**config.mk**
```make
export PLATFORM = sky130hd
export DESIGN_NAME = tag_spawn_picker
export DESIGN_NICKNAME = d
export VERILOG_FILES = /design/src/rtl/tag_spawn_picker.sv
export SDC_FILE = /design/constraint.sdc
export NUM_CORES = 1
export LEC_CHECK = 0
export CORE_MARGIN = 8
export CORE_UTILIZATION = 44
export DETAILED_ROUTE_END_ITERATION = 12
export GPL_ROUTABILITY_DRIVEN = 0
export GPL_TIMING_DRIVEN = 0
export PLACE_DENSITY = 0.75
export REMOVE_ABC_BUFFERS = 1
export SYNTH_ARGS = -nofsm -noshare
export SYNTH_HDL_FRONTEND = slang
export SYNTH_SLANG_ARGS = --single-unit
export TNS_END_PERCENT = 20
```
**constraint.sdc**
```tcl
create_clock -name clk -period 1.9 [get_ports clk]
set_clock_uncertainty 0.05 [all_clocks]
set_input_delay 0.285 -clock clk [delete_from_list [all_inputs] [get_ports clk]]
set_output_delay 0.285 -clock clk [all_outputs]
set_load 0.02 [all_outputs]
```
**src/rtl/tag_spawn_picker.sv**
```systemverilog
// Spawn-position picker for the VGA tag game: assembles (x, y) from LFSR samples, retries out-of-bounds picks, falls back after MAX_TRIES.
// Optional macro SPAWN_AVOID_EN also rejects candidates within AVOID_DIST of the player.
module tag_spawn_picker #(
    parameter int LFSR_BITS  = 3,
    parameter int X_BITS     = 10,
    parameter int Y_BITS     = 10,
    parameter int X_MAX      = 620,
    parameter int Y_MAX      = 460,
    parameter int MAX_TRIES  = 8,
    parameter int FALLBACK_X = 320,
    parameter int FALLBACK_Y = 240,
    parameter int AVOID_DIST = 64
) (
    input  logic                 clk,
    input  logic                 reset,
    input  logic                 spawn_req,
    output logic                 lfsr_en,
    input  logic [LFSR_BITS-1:0] lfsr_out,
    input  logic [X_BITS-1:0]    player_x,
    input  logic [Y_BITS-1:0]    player_y,
    output logic [X_BITS-1:0]    spawn_x,
    output logic [Y_BITS-1:0]    spawn_y,
    output logic                 spawn_valid,
    input  logic                 spawn_ready,
    output logic                 spawn_fallback,
    output logic                 busy
);
    localparam int NX   = (X_BITS + LFSR_BITS - 1) / LFSR_BITS;
    localparam int NY   = (Y_BITS + LFSR_BITS - 1) / LFSR_BITS;
    localparam int NS   = NX + NY;
    localparam int SH_W = NS * LFSR_BITS;
    localparam int CW   = $clog2(NS + 1);
    localparam int TW   = $clog2(MAX_TRIES + 1);

    localparam logic [X_BITS-1:0] XMAX_C = X_BITS'(X_MAX);
    localparam logic [Y_BITS-1:0] YMAX_C = Y_BITS'(Y_MAX);
    localparam logic [X_BITS-1:0] FBX_C  = X_BITS'(FALLBACK_X);
    localparam logic [Y_BITS-1:0] FBY_C  = Y_BITS'(FALLBACK_Y);
    localparam logic [CW-1:0]     LAST_S = CW'(NS - 1);
    localparam logic [TW-1:0]     LAST_T = TW'(MAX_TRIES - 1);

    typedef enum logic [2:0] {IDLE, PULSE, CAPTURE, CHECK, DONE} state_t;

    state_t              state_q, state_d;
    logic [CW-1:0]       samp_q, samp_d;
    logic [TW-1:0]       tries_q, tries_d;
    logic [SH_W-1:0]     shift_q, shift_d;
    logic [X_BITS-1:0]   x_q, x_d;
    logic [Y_BITS-1:0]   y_q, y_d;
    logic                fb_q, fb_d;

    logic [X_BITS-1:0]   cand_x;
    logic [Y_BITS-1:0]   cand_y;
    logic                in_bounds, accept;

    // The register holds every sample, so x is the earliest NX samples and y the latest NY, each truncated to width.
    assign cand_x = shift_q[NY*LFSR_BITS +: X_BITS];
    assign cand_y = shift_q[0 +: Y_BITS];

`ifdef SPAWN_AVOID_EN
    localparam logic [X_BITS:0] AVX_C = (X_BITS+1)'(AVOID_DIST);
    localparam logic [Y_BITS:0] AVY_C = (Y_BITS+1)'(AVOID_DIST);
    logic [X_BITS:0] dx;
    logic [Y_BITS:0] dy;

    always_comb begin
        dx = {1'b0, cand_x} - {1'b0, player_x};
        dy = {1'b0, cand_y} - {1'b0, player_y};
        if (dx[X_BITS]) dx = -dx;
        if (dy[Y_BITS]) dy = -dy;
        in_bounds = (cand_x <= XMAX_C) && (cand_y <= YMAX_C);
        accept    = in_bounds && !((dx < AVX_C) && (dy < AVY_C));
    end
`else
    logic unused_player;
    assign unused_player = ^{player_x, player_y};

    always_comb begin
        in_bounds = (cand_x <= XMAX_C) && (cand_y <= YMAX_C);
        accept    = in_bounds;
    end
`endif

    always_comb begin
        state_d = state_q;
        samp_d  = samp_q;
        tries_d = tries_q;
        shift_d = shift_q;
        x_d     = x_q;
        y_d     = y_q;
        fb_d    = fb_q;
        lfsr_en = 1'b0;
        unique case (state_q)
            IDLE: if (spawn_req) begin
                state_d = PULSE;
                samp_d  = '0;
                tries_d = '0;
                shift_d = '0;
            end
            PULSE: begin
                lfsr_en = 1'b1;
                state_d = CAPTURE;
            end
            CAPTURE: begin
                shift_d = {shift_q[SH_W-LFSR_BITS-1:0], lfsr_out};
                samp_d  = samp_q + CW'(1);
                state_d = (samp_q == LAST_S) ? CHECK : PULSE;
            end
            CHECK: begin
                if (accept) begin
                    state_d = DONE;
                    x_d     = cand_x;
                    y_d     = cand_y;
                    fb_d    = 1'b0;
                end else if (tries_q == LAST_T) begin
                    state_d = DONE;
                    x_d     = FBX_C;
                    y_d     = FBY_C;
                    fb_d    = 1'b1;
                end else begin
                    // A rejected check is also the first pulse of the retry, so every attempt costs exactly 2*NS cycles.
                    lfsr_en = 1'b1;
                    tries_d = tries_q + TW'(1);
                    samp_d  = '0;
                    state_d = CAPTURE;
                end
            end
            DONE: if (spawn_ready) begin
                state_d = IDLE;
                fb_d    = 1'b0;
            end
            default: state_d = IDLE;
        endcase
    end

    always_ff @(posedge clk) begin
        if (reset) begin
            state_q <= IDLE;
            samp_q  <= '0;
            tries_q <= '0;
            shift_q <= '0;
            x_q     <= '0;
            y_q     <= '0;
            fb_q    <= 1'b0;
        end else begin
            state_q <= state_d;
            samp_q  <= samp_d;
            tries_q <= tries_d;
            shift_q <= shift_d;
            x_q     <= x_d;
            y_q     <= y_d;
            fb_q    <= fb_d;
        end
    end

    assign spawn_x        = x_q;
    assign spawn_y        = y_q;
    assign spawn_fallback = fb_q;
    assign spawn_valid    = (state_q == DONE);
    assign busy           = (state_q != IDLE);
endmodule

```
Word level (Yosys, flattened, before mapping)
Index checks and enable logic that the tools add are counted.
{"block": "totals", "output_inout_bits": 24, "reg_bits": 54}
{"block": "classes", "n_reduce_logical": 14, "eq_ne": 11, "n_lt_le_gt_ge": 2, "addsub": 2, "muxes": 26}
{"operator": "case mux 22 bit (2 select lines)", "n": 1}
{"operator": "2-to-1 mux 10 bit", "n": 4}
{"operator": "2-to-1 mux 22 bit", "n": 1}
{"operator": "2-to-1 mux 4 bit", "n": 5}
{"operator": "case mux 3 bit (5 select lines)", "n": 1}
{"operator": "2-to-1 mux 3 bit", "n": 4}
{"operator": "case mux 4 bit (3 select lines)", "n": 1}
{"operator": "<= comparator 10 bit (second input constant)", "n": 1}
{"operator": "<= comparator 10 x 9 -> 1 bit (second input constant)", "n": 1}
{"operator": "adder 4 x 1 -> 4 bit (second input constant)", "n": 2}
{"operator": "== test 4 x 3 -> 1 bit (second input constant)", "n": 2}
{"operator": "case mux 4 bit (2 select lines)", "n": 1}
{"operator": "AND reduction 4 bit", "n": 2}
{"operator": "nonzero test 2 bit", "n": 4}
{"operator": "== test 3 x 2 -> 1 bit (second input constant)", "n": 2}
{"operator": "!= test 2 bit (second input constant)", "n": 3}
{"operator": "AND reduction 2 bit", "n": 3}
{"operator": "nonzero test 3 bit", "n": 2}
{"operator": "2-to-1 mux 1 bit", "n": 5}
{"operator": "case mux 1 bit (2 select lines)", "n": 2}
{"operator": "== test 3 x 1 -> 1 bit (second input constant)", "n": 1}
{"operator": "== test 3 bit (second input constant)", "n": 1}
{"operator": "logical NOT 3 bit", "n": 1}
{"operator": "!= test 3 bit (second input constant)", "n": 1}
{"operator": "4 further kinds", "n": 4}

Longest topological paths before layout
{"block": "depth", "depth_word": 4, "depth_mapped": 7}

Worst setup path after synthesis
OpenSTA, ideal clock, no wires.
{"block": "synth_timing", "path_kind": "reg-to-output", "start": "register shift_q[20]", "end": "output lfsr_en", "t_required_ns": 1.565, "slack_ns": -0.130, "path_stages_with_launch": 5, "t_arrival_ns": 1.695, "path_cell_list": "dfxtp_1 nand4bb_1 o32ai_2 o21ai_2 a211oi_1"}
{"block": "synth_between", "elab_chain_cells": 4}
{"item": "from (decl)", "line": "47", "text": "logic [SH_W-1:0] shift_q, shift_d;"}
{"item": "from (signal assigned)", "line": "149", "text": "shift_q <= shift_d;"}
{"item": "<= comparator 10 bit", "line": "79", "text": "in_bounds = (cand_x <= XMAX_C) && (cand_y <= YMAX_C);"}
{"item": "logical AND 1 bit", "line": "79"}
{"item": "2-to-1 mux 1 bit", "line": "110", "text": "if (accept) begin"}
{"item": "case mux 1 bit (2 select lines)", "line": "93", "text": "unique case (state_q)"}
{"item": "to (decl)", "line": "17", "text": "output logic lfsr_en,"}
No other way between the ends.

Worst setup path after layout
{"block": "layout_timing", "start": "register shift_q[19]", "end": "output lfsr_en"}
The elaborated chain is that of the path after synthesis.

==> metrics.md <==
| Metric | Value |
|---|---|
| Outcome | `finished, violations left` |
| Failing checks | `setup timing` |
| Pint | `1.43 mW` |
| Flop pwr share | `60.4%` |
| Drt via density | `5.86` |
| Logic pwr share | `6.2%` |
| Highest metal used | `met4` |
| Worst flop-to-flop path startpoint | `shift_q[20]` |
| Starting DRT DRC Count | `181` |
| Starting density of the core | `45.0%` |
| Max-slew violation count | `0` |
| Number of flops mapped to enable cells by yosys | `0` |
| Hold path depth | `1` |
| Pin count of the biggest net entering global routing | `36` |
| # clock sinks | `54` |
| Initial antenna violation count | `0` |
| Top post-synthesis cells by area | `dfxtp_1, a22oi_1, a22o_1, nor2_1, o221a_2` |
| Synth unique cells | `44` |
| Most numerous cell in the Yosys netlist | `dfxtp_1` |
| Synth Cell Area | `0.00211 mm^2` |
| WL met2 | `2100 um` |
| FF-to-FF path depth | `7` |
| HP Class | `flip-flop to flip-flop` |
| Req. time, crit path | `1.56 ns` |
| Crit-path max FO | `4` |
| CTS clk-pin slew, worst paths | `0.10 ns` |
| Total routed wirelength | `4800 um` |
| Vias in the first global route | `1611` |
| Die Height | `85.3 um` |
| Worst slack, placed | `-0.972 ns` |
| WL/cell | `16.2 um` |
| FF-to-FF End | `spawn_y[3]` |
| Area leader, netlist | `dfxtp_1` |
| Yosys warns | `0` |
| Area delta synth->final | `25.5%` |
| Core area | `0.00469 mm^2` |
| Fin crit share | `109%` |
| Fillcell total | `419` |
| R2R setup slack | `-0.08 ns` |
| CTS tree | `built` |
| Inserted Diodes | `0` |
| Sum of net half-perimeters after detailed placement | `3030 um` |
| Fmax | `483 MHz` |
| Clk Latency, worst-skew pair | `0.30 ns` |
| Die W | `85.3 um` |
| Dominant synthesized flop cell | `dfxtp_1` |
| Critical path arrival | `1.74 ns` |
| CTS HTree Levels | `2` |
| Post-Synthesis Cells | `213` |
| Placed Cells | `284` |
| Global-route usage over all layers | `12.8%` |
| Yosys top cell area share | `51.2%` |
| Die Area | `0.00727 mm^2` |
| Max Cap Viol | `0` |
| Post-route ant nets | `0` |
| Routed wl met3 | `347 um` |
| # nets final | `271` |
| WL met1 | `2330 um` |
| Root buf cell | `clkbuf_8` |
| CP Launch Type | `flip-flop` |
| Synth cell count leaders | `dfxtp_1, nor2_1, a22oi_1, a22o_1, nand2_1` |
| GRT overflow | `0` |
| Finished Layout Cells | `297` |
| First-pass GRT wire length | `7760 um` |
| Syn avg cell area | `9.92 um^2` |
| Residual DRC count | `0` |
| DR pass1 iterations | `5` |
| FP Rows | `25` |
| Worst-case clock buffer depth | `2` |
| Asr flop ratio synth | `0%` |
| Hold worst-path end | `spawn_y[9]` |
| Slew Limit Headroom | `46.8%` |
| Worst setup margin | `-0.172 ns` |
| Switching power | `465 uW` |
| Port bufs | `30` |
| Register area share after synthesis | `51.2%` |
| CP endpoint kind | `output pin` |
| Static Leak | `0.896 nW` |
| Clock Power Share | `33.4%` |
| Fin Setup TNS | `-0.809 ns` |
| Unrepaired setup endpoints after global routing | `yes` |
| FF+latch count, synth | `54` |
| Count of final hold-check violations | `0` |
| Share of cells above drive strength 1 | `18.9%` |
| Crit path kind | `flip-flop to output pin` |
| Worst-Margin Slew | `0.798 ns` |
| CTS Buf Count | `5` |
| Sw Share | `24.5%` |
| IR drop worst, VDD | `0.525 mV` |
| Final setup viols | `21` |
| IO Pins | `51` |
| Routed vias | `1741` |
| Hold_sp | `spawn_y[9]` |
| Power per Cell Area | `717 mW/mm^2` |
| Final Critical Period | `2.07 ns` |
[placed cells by master, fill, tap and decap left out, types with 2 or more instances in the layout]
cell and count:
dfxtp_1 47, nor2_1 27, clkdlybuf4s50_1 26, a22oi_1 22, a22o_1 13, nand2_1 10
a21oi_1 6, o221a_2 6, buf_4 6, clkbuf_8 5, dfxtp_2 5, o211ai_1 4
o21ai_0 4, nand3_1 3, inv_1 3, or3_1 2, nor3_1 2, a31oi_1 2
nor2b_1 2, a211oi_2 2, and3b_1 2, a211oi_1 2, nand3b_1 2, o21ai_1 2
nand4_1 2, nor2_4 2, and3_1 2, ha_1 2, dlygate4sd2_1 2, dfxtp_4 2
[per-layer routing]
| layer | up-vias | global-route usage (%) |
|---|---|---|
| met1 | 821 | 17.1 |
| met3 | 2 | 4.25 |
| met2 | 61 | 19.5 |
| li1 | 857 | - |
| met4 | 0 | 2.87 |
| met5 | - | 0 |
[area by class of cell]
cell class              count  area (um^2)  share of cell area [%]
flip-flops and latches     54         1090                    41.3
inverters                   4         15.0                   0.567
clock buffers               5         68.8                    2.60
clock inverters             3         21.3                   0.803
repair buffers             35          334                    12.6
well taps                  54         67.6                    2.55
multi-input cells         142         1050                    39.6
[logic make-up after synthesis]
kind of cell	after synthesis	synth area share, %
compound gates	75	28.9
flops	54	51.2
mux	1	0.533
buf+inv	17	3.50
simple gates	64	14.7
fa+ha+maj	2	1.18
[registers in the layout, summed over array words and instances, names as in the netlist]
signal and count:
tries_q 4, samp_q 4, spawn_x 10, spawn_y 10
spawn_fallback 1, state_q 3, shift_q 22
[worst max path at each step]
stage | from | endpoint | slack (ns) | cells past startpoint
after floorplan | shift_q[20] | lfsr_en | -0.13 | 4
after global placement | reset | tries_q[3] | -0.95 | 4
after detailed placement | reset | spawn_y[3] | -0.97 | 3
after CTS | shift_q[20] | lfsr_en | -0.18 | 5
after global routing | shift_q[19] | lfsr_en | -0.24 | 5
final | shift_q[19] | lfsr_en | -0.17 | 5
[what timing repair did]
action | in CTS | in global routing
setup buffers | 2 | 3
hold buffers | 0 | 0
setup endpoints to repair | 49 | 26
endpoints found under the hold margin | 0 | 0
resized for setup | 27 | 10
pin swaps | 2 | 17
[power groups by stage]
stage	sequential (mW)	clock (mW)	combinational, mW
global placement	1.18	0	0.114
CTS	1.15	0.646	0.116
detailed placement	1.18	0	0.114
finish	1.15	0.633	0.118
global route	1.15	0.695	0.129
floorplan	1.18	0	0.0558
[per-stage QoR]
step	hold slack, ns	instance area [um^2]	utilization [%]	power, mW
finish	0.422	2650	56.5	1.90
global route	0.440	2650	56.5	1.97
detailed placement	0.394	2420	51.6	1.29
floorplan	0.304	2050	-	1.23
global placement	0.392	2420	51.6	1.29
CTS	0.423	2600	55.3	1.91
[critical path, stage by stage, from the launching register on]
cell and delay, ns:
dfxtp_4 0.37, nand4bb_4 0.24, o32ai_4 0.35, o21ai_4 0.12, a211oi_2 0.19, buf_4 0.17
Power figures use the tool's default switching activity.
